`src/rtl/write_back_unit.sv`:
```
// Write-back stage: retires ALU results and formats loads into the register file.
// Registered forwarding copy of the write port and a retired-instruction counter.
module write_back_unit #(
  parameter int XLEN    = 32,
  parameter int RADDR_W = 5
) (
  input  logic               Clock,
  input  logic               nReset,
  input  logic               in_valid,
  output logic               in_ready,
  input  logic               Wreg,
  input  logic               Rmem,
  input  logic [RADDR_W-1:0] rd,
  input  logic [XLEN-1:0]    result,
  input  logic [2:0]         funct3,
  input  logic [2:0]         addr_lo,
  input  logic               flush,
  input  logic               mem_rvalid,
  input  logic [XLEN-1:0]    mem_rdata,
  output logic               rf_we,
  output logic [RADDR_W-1:0] rf_rd,
  output logic [XLEN-1:0]    rf_wdata,
  output logic               fwd_valid,
  output logic [RADDR_W-1:0] fwd_rd,
  output logic [XLEN-1:0]    fwd_data,
  output logic [31:0]        retired
);

  localparam logic [0:0] IDLE     = 1'b0;
  localparam logic [0:0] WAIT_MEM = 1'b1;

  localparam bit         IS64     = (XLEN == 64);
  localparam logic [2:0] OFF_MASK = IS64 ? 3'b111 : 3'b011;

  logic [0:0]         state_q, state_d;
  logic [RADDR_W-1:0] rd_q, rd_d;
  logic               wreg_q, wreg_d;
  logic [2:0]         funct3_q, funct3_d;
  logic [2:0]         addr_lo_q, addr_lo_d;
  logic               fwd_valid_q, fwd_valid_d;
  logic [RADDR_W-1:0] fwd_rd_q, fwd_rd_d;
  logic [XLEN-1:0]    fwd_data_q, fwd_data_d;
  logic [31:0]        retired_q, retired_d;

  logic [2:0]      sel_f3;
  logic [2:0]      sel_off;
  logic [XLEN-1:0] b_sh, h_sh, w_sh;
  logic [XLEN-1:0] fmt;
  logic            done;

  // A pending load is formatted with the fields captured at acceptance.
  always_comb begin
    sel_f3  = (state_q == WAIT_MEM) ? funct3_q : funct3;
    sel_off = ((state_q == WAIT_MEM) ? addr_lo_q : addr_lo) & OFF_MASK;
    b_sh    = mem_rdata >> {sel_off, 3'b000};
    h_sh    = mem_rdata >> {sel_off[2:1], 4'b0000};
    w_sh    = mem_rdata >> {sel_off[2], 5'b00000};
    fmt     = mem_rdata;
    unique case (1'b1)
      (sel_f3 == 3'b000): begin
        fmt      = {XLEN{b_sh[7]}};
        fmt[7:0] = b_sh[7:0];
      end
      (sel_f3 == 3'b100): begin
        fmt      = '0;
        fmt[7:0] = b_sh[7:0];
      end
      (sel_f3 == 3'b001): begin
        fmt       = {XLEN{h_sh[15]}};
        fmt[15:0] = h_sh[15:0];
      end
      (sel_f3 == 3'b101): begin
        fmt       = '0;
        fmt[15:0] = h_sh[15:0];
      end
      (sel_f3 == 3'b010): begin
        fmt       = {XLEN{w_sh[31]}};
        fmt[31:0] = w_sh[31:0];
      end
      (sel_f3 == 3'b110 && IS64): begin
        fmt       = '0;
        fmt[31:0] = w_sh[31:0];
      end
      default: fmt = mem_rdata;
    endcase
  end

  always_comb begin
    state_d   = state_q;
    rd_d      = rd_q;
    wreg_d    = wreg_q;
    funct3_d  = funct3_q;
    addr_lo_d = addr_lo_q;
    rf_we     = 1'b0;
    rf_rd     = '0;
    rf_wdata  = '0;
    done      = 1'b0;
    in_ready  = nReset && (state_q == IDLE);
    if (nReset) begin
      unique case (1'b1)
        (state_q == IDLE): begin
          if (in_valid && !Rmem) begin
            done     = 1'b1;
            rf_we    = Wreg && (rd != '0);
            rf_rd    = rd;
            rf_wdata = result;
          end else if (in_valid && mem_rvalid) begin
            done     = 1'b1;
            rf_we    = Wreg && (rd != '0);
            rf_rd    = rd;
            rf_wdata = fmt;
          end else if (in_valid) begin
            rd_d      = rd;
            wreg_d    = Wreg;
            funct3_d  = funct3;
            addr_lo_d = addr_lo;
            state_d   = WAIT_MEM;
          end
        end
        (state_q == WAIT_MEM): begin
          if (flush) begin
            state_d = IDLE;
          end else if (mem_rvalid) begin
            done     = 1'b1;
            rf_we    = wreg_q && (rd_q != '0);
            rf_rd    = rd_q;
            rf_wdata = fmt;
            state_d  = IDLE;
          end
        end
        default: state_d = IDLE;
      endcase
    end
  end

  always_comb begin
    fwd_valid_d = rf_we;
    fwd_rd_d    = rf_rd;
    fwd_data_d  = rf_wdata;
    retired_d   = retired_q + {31'd0, done};
  end

  always_ff @(posedge Clock or negedge nReset) begin
    if (!nReset) begin
      state_q     <= IDLE;
      rd_q        <= '0;
      wreg_q      <= 1'b0;
      funct3_q    <= '0;
      addr_lo_q   <= '0;
      fwd_valid_q <= 1'b0;
      fwd_rd_q    <= '0;
      fwd_data_q  <= '0;
      retired_q   <= '0;
    end else begin
      state_q     <= state_d;
      rd_q        <= rd_d;
      wreg_q      <= wreg_d;
      funct3_q    <= funct3_d;
      addr_lo_q   <= addr_lo_d;
      fwd_valid_q <= fwd_valid_d;
      fwd_rd_q    <= fwd_rd_d;
      fwd_data_q  <= fwd_data_d;
      retired_q   <= retired_d;
    end
  end

  assign fwd_valid = fwd_valid_q;
  assign fwd_rd    = fwd_rd_q;
  assign fwd_data  = fwd_data_q;
  assign retired   = retired_q;

endmodule
```
`config.mk`:
```
export PLATFORM = sky130hd
export DESIGN_NAME = write_back_unit
export DESIGN_NICKNAME = d
export VERILOG_FILES = /design/src/rtl/write_back_unit.sv
export SDC_FILE = /design/constraint.sdc
export NUM_CORES = 1
export LEC_CHECK = 0
export ABC_AREA = 1
export CAP_MARGIN = 20
export CELL_PAD_IN_SITES_DETAIL_PLACEMENT = 1
export CELL_PAD_IN_SITES_GLOBAL_PLACEMENT = 1
export CORE_MARGIN = 5
export CORE_UTILIZATION = 33
export CTS_BUF_LIST = sky130_fd_sc_hd__clkbuf_8
export CTS_CLUSTER_SIZE = 14
export DETAILED_ROUTE_END_ITERATION = 7
export GPL_TIMING_DRIVEN = 1
export PLACE_DENSITY_LB_ADDON = 0.15
export SLEW_MARGIN = 15
export SYNTH_ARGS = -nofsm -noshare
export SYNTH_HDL_FRONTEND = slang
export SYNTH_SLANG_ARGS = --single-unit
```
`constraint.sdc`:
```
create_clock -name Clock -period 4.5 [get_ports Clock]
set_input_delay 0.9 -clock Clock [delete_from_list [all_inputs] [get_ports Clock]]
set_output_delay 0.9 -clock Clock [all_outputs]
set_load 0.02 [all_outputs]
```
==> results.txt, run 1 <==
Setup-failing EPs final - 0
Total CTS buffers - 9
PD cells - 313 nW/um^2
Peak supply drop - 0.000119 V
Lkg Pwr - 3.12 nW
Total Nets Final - 842
#FFs+latches synth - 82
Max-Cap Viols - 0
Site row count - 42
Routability cong. - 0.911
Later-pin clock latency in the skew report - 370 ps
Outcome - complete, no violations
DIE AREA - 15900 um^2
CP Launch Type - flip-flop
R2R Path End - retired[22]
Hold_buf cts - 0
Initial Utilization - 33.6%
Period utilization - 92.2%
DR pass1 iterations - 5
Total track usage - 20.2%
CP endpoint - rf_wdata[31]
TritonCTS Sinks - 82
Iteration-0 DRC Markers - 164
Number of distinct library cells after synthesis - 33
FF-to-FF Start - state_q
Setup crit end kind - output port
Fmax - 241 MHz
# IOs - 191
Max Root-Sink Buffers - 2
IO buf count - 189
CP max stage delay - 700 ps
Critical Path Slowest Stage Cell - dfrtp_1
Synth area leaders - dfrtp_1 46%, nand2_1 11%, o21ai_0 5.8%, inv_1 5.3%, nor2_1 4.3%
Syn Std Cell Area - 4450 um^2
Most frequent cells in the layout - 188 x clkdlybuf4s50_1, 133 x nand2_1, 82 x dfrtp_1
Ys Warns - 0
CP max FO - 16
Vias in the first global route - 4955
Largest net degree at the start of global routing - 64
Hold Crit Class - primary input to asynchronous set/reset pin
Critical path class - flip-flop to output port
Area grow syn2layout - 52.1%
Total core area - 13200 um^2
Syn_nets - 649
Post-DP HPWL - 13.0 mm
Die height - 126 um
Syn_area_per_cell - 7.88 um^2
Syn Inst Count - 565
Initial antenna violation count - 0
Drt drc - 0
Commonest non-fill, non-tap cell in the layout - clkdlybuf4s50_1
CTS tree - built
Worst-Margin Slew - 811 ps
Post-Route WL - 16.2 mm
Reg2reg setup slack - 1150 ps
Resize count post-CTS - 0
Postcts setup bufs - 0
Routed Antenna Nets - 0
Clock-pin transition on the worst setup and hold timing paths - 90 ps
Pwr Total - 2.12 mW
Drt wl/cell - 17.3 um
Die W - 126 um
Register area share after synthesis - 46.1%
Worst Skew - 12.7 ps
Setup crit start - state_q
Final hold vios - 0
Final min period - 4150 ps
H-tree Lvls - 3
Share of the synthesized area in the top cell type - 46.1%
Unrepaired setup endpoints after global routing - false
CTS root buffer - clkbuf_8
TNS Setup - 0 ps
Area leader, netlist - dfrtp_1
Min Hold Slack - 345 ps
First-pass GRT wire length - 25.6 mm
Layout cells sized above 1 - 8.39%
CP cell instances - inv_2, nand2_1, nand3_1, nand3_1, nand3_4, nand2_4, nand2_1, a21oi_1, clkdlybuf4s50_1
CP Data Required Time - 3600 ps
Vias per cell - 4.84
GRT overflow - 0
Max_slew headroom - 45.9%
R2R depth - 15
Max Slew Vio Count - 0
WP data arrival - 3250 ps
Ant diodes - 0
Via count - 4544
worst max-delay path, delay by kind of cell (launching register included):
| kind | cells | cell delay [ps] |
|---|---|---|
| DFF | 1 | 700 |
| AOI/OAI and AO/OA | 1 | 200 |
| and+or+nand+nor | 6 | 1070 |
| buffers and inverters | 2 | 900 |
layer usage:
| metal | GRT usage, % | vias to the layer above | wire [um] |
|---|---|---|---|
| li1 | - | 2207 | - |
| met1 | 24.5 | 2204 | 6810 |
| met2 | 36.1 | 114 | 8400 |
| met3 | 3.34 | 19 | 640 |
| met4 | 7.38 | 0 | 366 |
| met5 | 0 | - | 0 |
registers in the layout, summed over array words and instances, names as in the netlist:
name	count
fwd_valid	1
state_q	1
funct3_q	3
rd_q	5
fwd_rd	5
wreg_q	1
fwd_data	32
retired	32
addr_lo_q	2
cells by family after synthesis:
logic type	count (synthesis)	synth area share, %
flip-flops	82	46.1
XOR/XNOR	30	5.90
AND/OR/NAND/NOR	271	27.1
adder cells (fa/ha/maj)	2	0.562
buffers and inverters	80	7.33
AO/OA/AOI/OAI	100	13.1
where the power goes:
group	switching, mW	internal [mW]
Sequential	0.0500	0.807
Clock	0.292	0.311
Combinational	0.371	0.291
cell type report:
cell class,instances,area [um^2]
repair buffers,198,1970
flip-flops and latches,82,2050
clock inverters,7,92.6
inverters,64,240
fillers,1636,6470
clock buffers,9,124
multi-input cells,403,2070
well taps,176,220
synthesized netlist by cell type:
cell and count:
nand2_1 133, dfrtp_1 82, inv_1 63, o21ai_0 52, nor2_1 51, nand3_1 36, a21oi_1 22, xor2_1 18
nand2_2 15, nor3_1 15, xnor2_1 12, a21oi_2 10, clkbuf_1 10, o21bai_1 7, or2_2 7, nand4_1 6
a221oi_1 3, buf_2 3, ha_1 2, nand3b_1 2, o21ai_2 2, o22ai_1 2, o31ai_1 2, and3_1 1
buf_4 1, buf_6 1, buf_8 1, inv_2 1, nand2_4 1, nand3_4 1, nor2_2 1, nor2_8 1
nor3b_1 1
worst min path at each step:
stage                           start            to  cells after the start
after floorplan           funct3_q[1]   funct3_q[1]                      2
after global placement    retired[31]   retired[31]                      1
after detailed placement  retired[31]   retired[31]                      1
after CTS                      nReset  addr_lo_q[0]                      1
after global routing           nReset  addr_lo_q[0]                      1
final                          nReset  addr_lo_q[0]                      1
per-stage QoR:
step | util, % | instances | instance area (um^2) | worst slack (ps)
floorplan | - | 565 | 4450 | 1430
global placement | 49.5 | 923 | 6560 | 465
detailed placement | 49.5 | 923 | 6560 | 386
CTS | 51.1 | 939 | 6770 | 283
global route | 51.1 | 939 | 6770 | 123
finish | 51.1 | 939 | 6770 | 352
No activity file was read; power rests on OpenSTA's default activity.
==> run 2: changes to the inputs <==
CORE_MARGIN = 10   (was 5)
CORE_UTILIZATION = 28   (was 33)
clock period = 3.5 ns   (was 4.5 ns; I/O delays follow)
==> run 2 against run 1 <==
Worst hold slack worse by 25 ps. Via count up 1.2%. Cell count is 6.5% higher. Worst setup slack worse by 220 ps. Final area up 4.1%. Sequential power grew 28%. Clock-buffer cell count is 1 higher. Global-route usage shrank 3.6 points. Die area is 34% higher. Critical endpoint is now rf_rd[0].
==> results.txt, run 2 (synthesis results as in run 1) <==
Ant diodes - 0
CTS root buffer - clkbuf_8
Area grow syn2layout - 58.3%
Site row count - 46
DR pass1 iterations - 4
Die W - 146 um
Via count - 4599
H-tree Lvls - 3
Most frequent cells in the layout - 155 x clkdlybuf4s50_1, 133 x nand2_1, 81 x dfrtp_1
Routed Antenna Nets - 0
Total core area - 15700 um^2
Largest net degree at the start of global routing - 47
Drt wl/cell - 18.0 um
Fmax - 297 MHz
Clk pwr share - 30.5%
CP cell instances - clkdlybuf4s50_1, o21ai_0, nand2_1, nand2_1, buf_4, a221oi_1, clkdlybuf4s50_1
Vias in the first global route - 5021
Max_slew headroom - 57.7%
Post-DP Area - 6810 um^2
CP Data Required Time - 2800 ps
Worst-Margin Slew - 635 ps
Postcts setup bufs - 0
CP max FO - 12
Combinational share of power - 31.3%
PD cells - 407 nW/um^2
Iteration-0 DRC Markers - 214
Max Root-Sink Buffers - 2
CP Launch Type - primary input
Routability cong. - 0.853
TritonCTS Sinks - 82
Peak supply drop - 0.000160 V
DIE AREA - 21300 um^2
GRT overflow - 0
Hold Crit Class - primary input to asynchronous set/reset pin
Critical Path Slowest Stage Cell - clkdlybuf4s50_1
Max Slew Vio Count - 0
Hold_buf cts - 0
Initial antenna violation count - 0
Period utilization - 96.2%
# IOs - 191
Total Nets Final - 864
WP data arrival - 2670 ps
CTS tree - built
Total track usage - 16.6%
Drt drc - 0
Design area - 7050 um^2
Later-pin clock latency in the skew report - 370 ps
Max-Cap Viols - 0
Commonest non-fill, non-tap cell in the layout - clkdlybuf4s50_1
Worst Skew - 10.2 ps
Total CTS buffers - 9
Unrepaired setup endpoints after global routing - false
Setup-failing EPs final - 0
CP max stage delay - 670 ps
First-pass GRT wire length - 28.2 mm
Switching Share - 32.8%
Final Util - 44.9%
Pint - 1.93 mW
Lkg Pwr - 3.52 nW
Outcome - complete, no violations
Final min period - 3370 ps
Sequential fraction of design power - 38.3%
Reg2reg setup slack - 540 ps
Die height - 146 um
Post-DP HPWL - 14.8 mm
Setup crit end kind - output port
IO buf count - 189
Initial Utilization - 28.3%
Switching power total - 0.942 mW
Clock-pin transition on the worst setup and hold timing paths - 90 ps
Vias per cell - 4.60
Final hold vios - 0
Critical path class - primary input to output port
Post-Route WL - 18.0 mm
Layout cells sized above 1 - 11.0%
==> run 2: per-stage QoR <==
stage	power [mW]	instances	hold WS (ps)	worst slack [ps]	TNS [ps]
CTS	2.91	1000	308	1.09	0
floorplan	1.54	565	404	639	0
global placement	2.01	985	467	-61.1	-823
global route	3.02	1000	317	9.13	0
detailed placement	2.04	985	471	-142	-2210
finish	2.87	1000	320	132	0
==> run 2: critical path: cells and delay by family <==
| kind | cells | cell delay [ps] |
|---|---|---|
| and+or+nand+nor | 2 | 150 |
| buffers and inverters | 3 | 1380 |
| AOI/OAI and AO/OA | 2 | 430 |
==> run 2: area by class of cell <==
class,instances,area (um^2)
sequential,82,2050
fill,1879,8660
inverter,64,243
clock inverter,5,103
multi-input combinational,403,2070
clock buffer,10,138
tap,216,270
timing repair buffer,220,2170
==> run 2: routing by layer <==
metal  track usage [%]  wire length (um)  vias to the layer above  share of wire (%)
met5                 0                 0                        -                  0
met4              4.50               265                        0                1.5
met1              19.4              7700                     2232                 43
met3              4.11               787                       14                4.4
li1                  -                 -                     2247                  -
met2              29.4              9280                      106                 51
==> run 2: power groups by stage <==
| stage | logic (mW) | clock network (mW) | registers (mW) |
|---|---|---|---|
| 2_1_floorplan | 0.354 | 0 | 1.19 |
| 5_1_grt | 0.975 | 0.934 | 1.11 |
| 4_1_cts | 0.911 | 0.898 | 1.10 |
| 3_3_place_gp | 0.903 | 0 | 1.11 |
| 6_report | 0.896 | 0.873 | 1.10 |
| 3_5_place_dp | 0.922 | 0 | 1.12 |
==> run 2: repair_timing <==
action | in CTS | in global routing
resized for setup | 26 | 10
setup endpoints to repair | 30 | 10
pin swaps | 0 | 0
==> run 2: final timing paths <==
check	startpoint	to	cells past startpoint
worst max-delay path	mem_rvalid	rf_rd[0]	7
worst min-delay path	nReset	wreg_q	2
worst max register to register	state_q	retired[22]	17
worst min register to register	retired[31]	retired[31]	1
max in group asynchronous	nReset	fwd_data[28]	3
min in group Clock	retired[31]	retired[31]	1
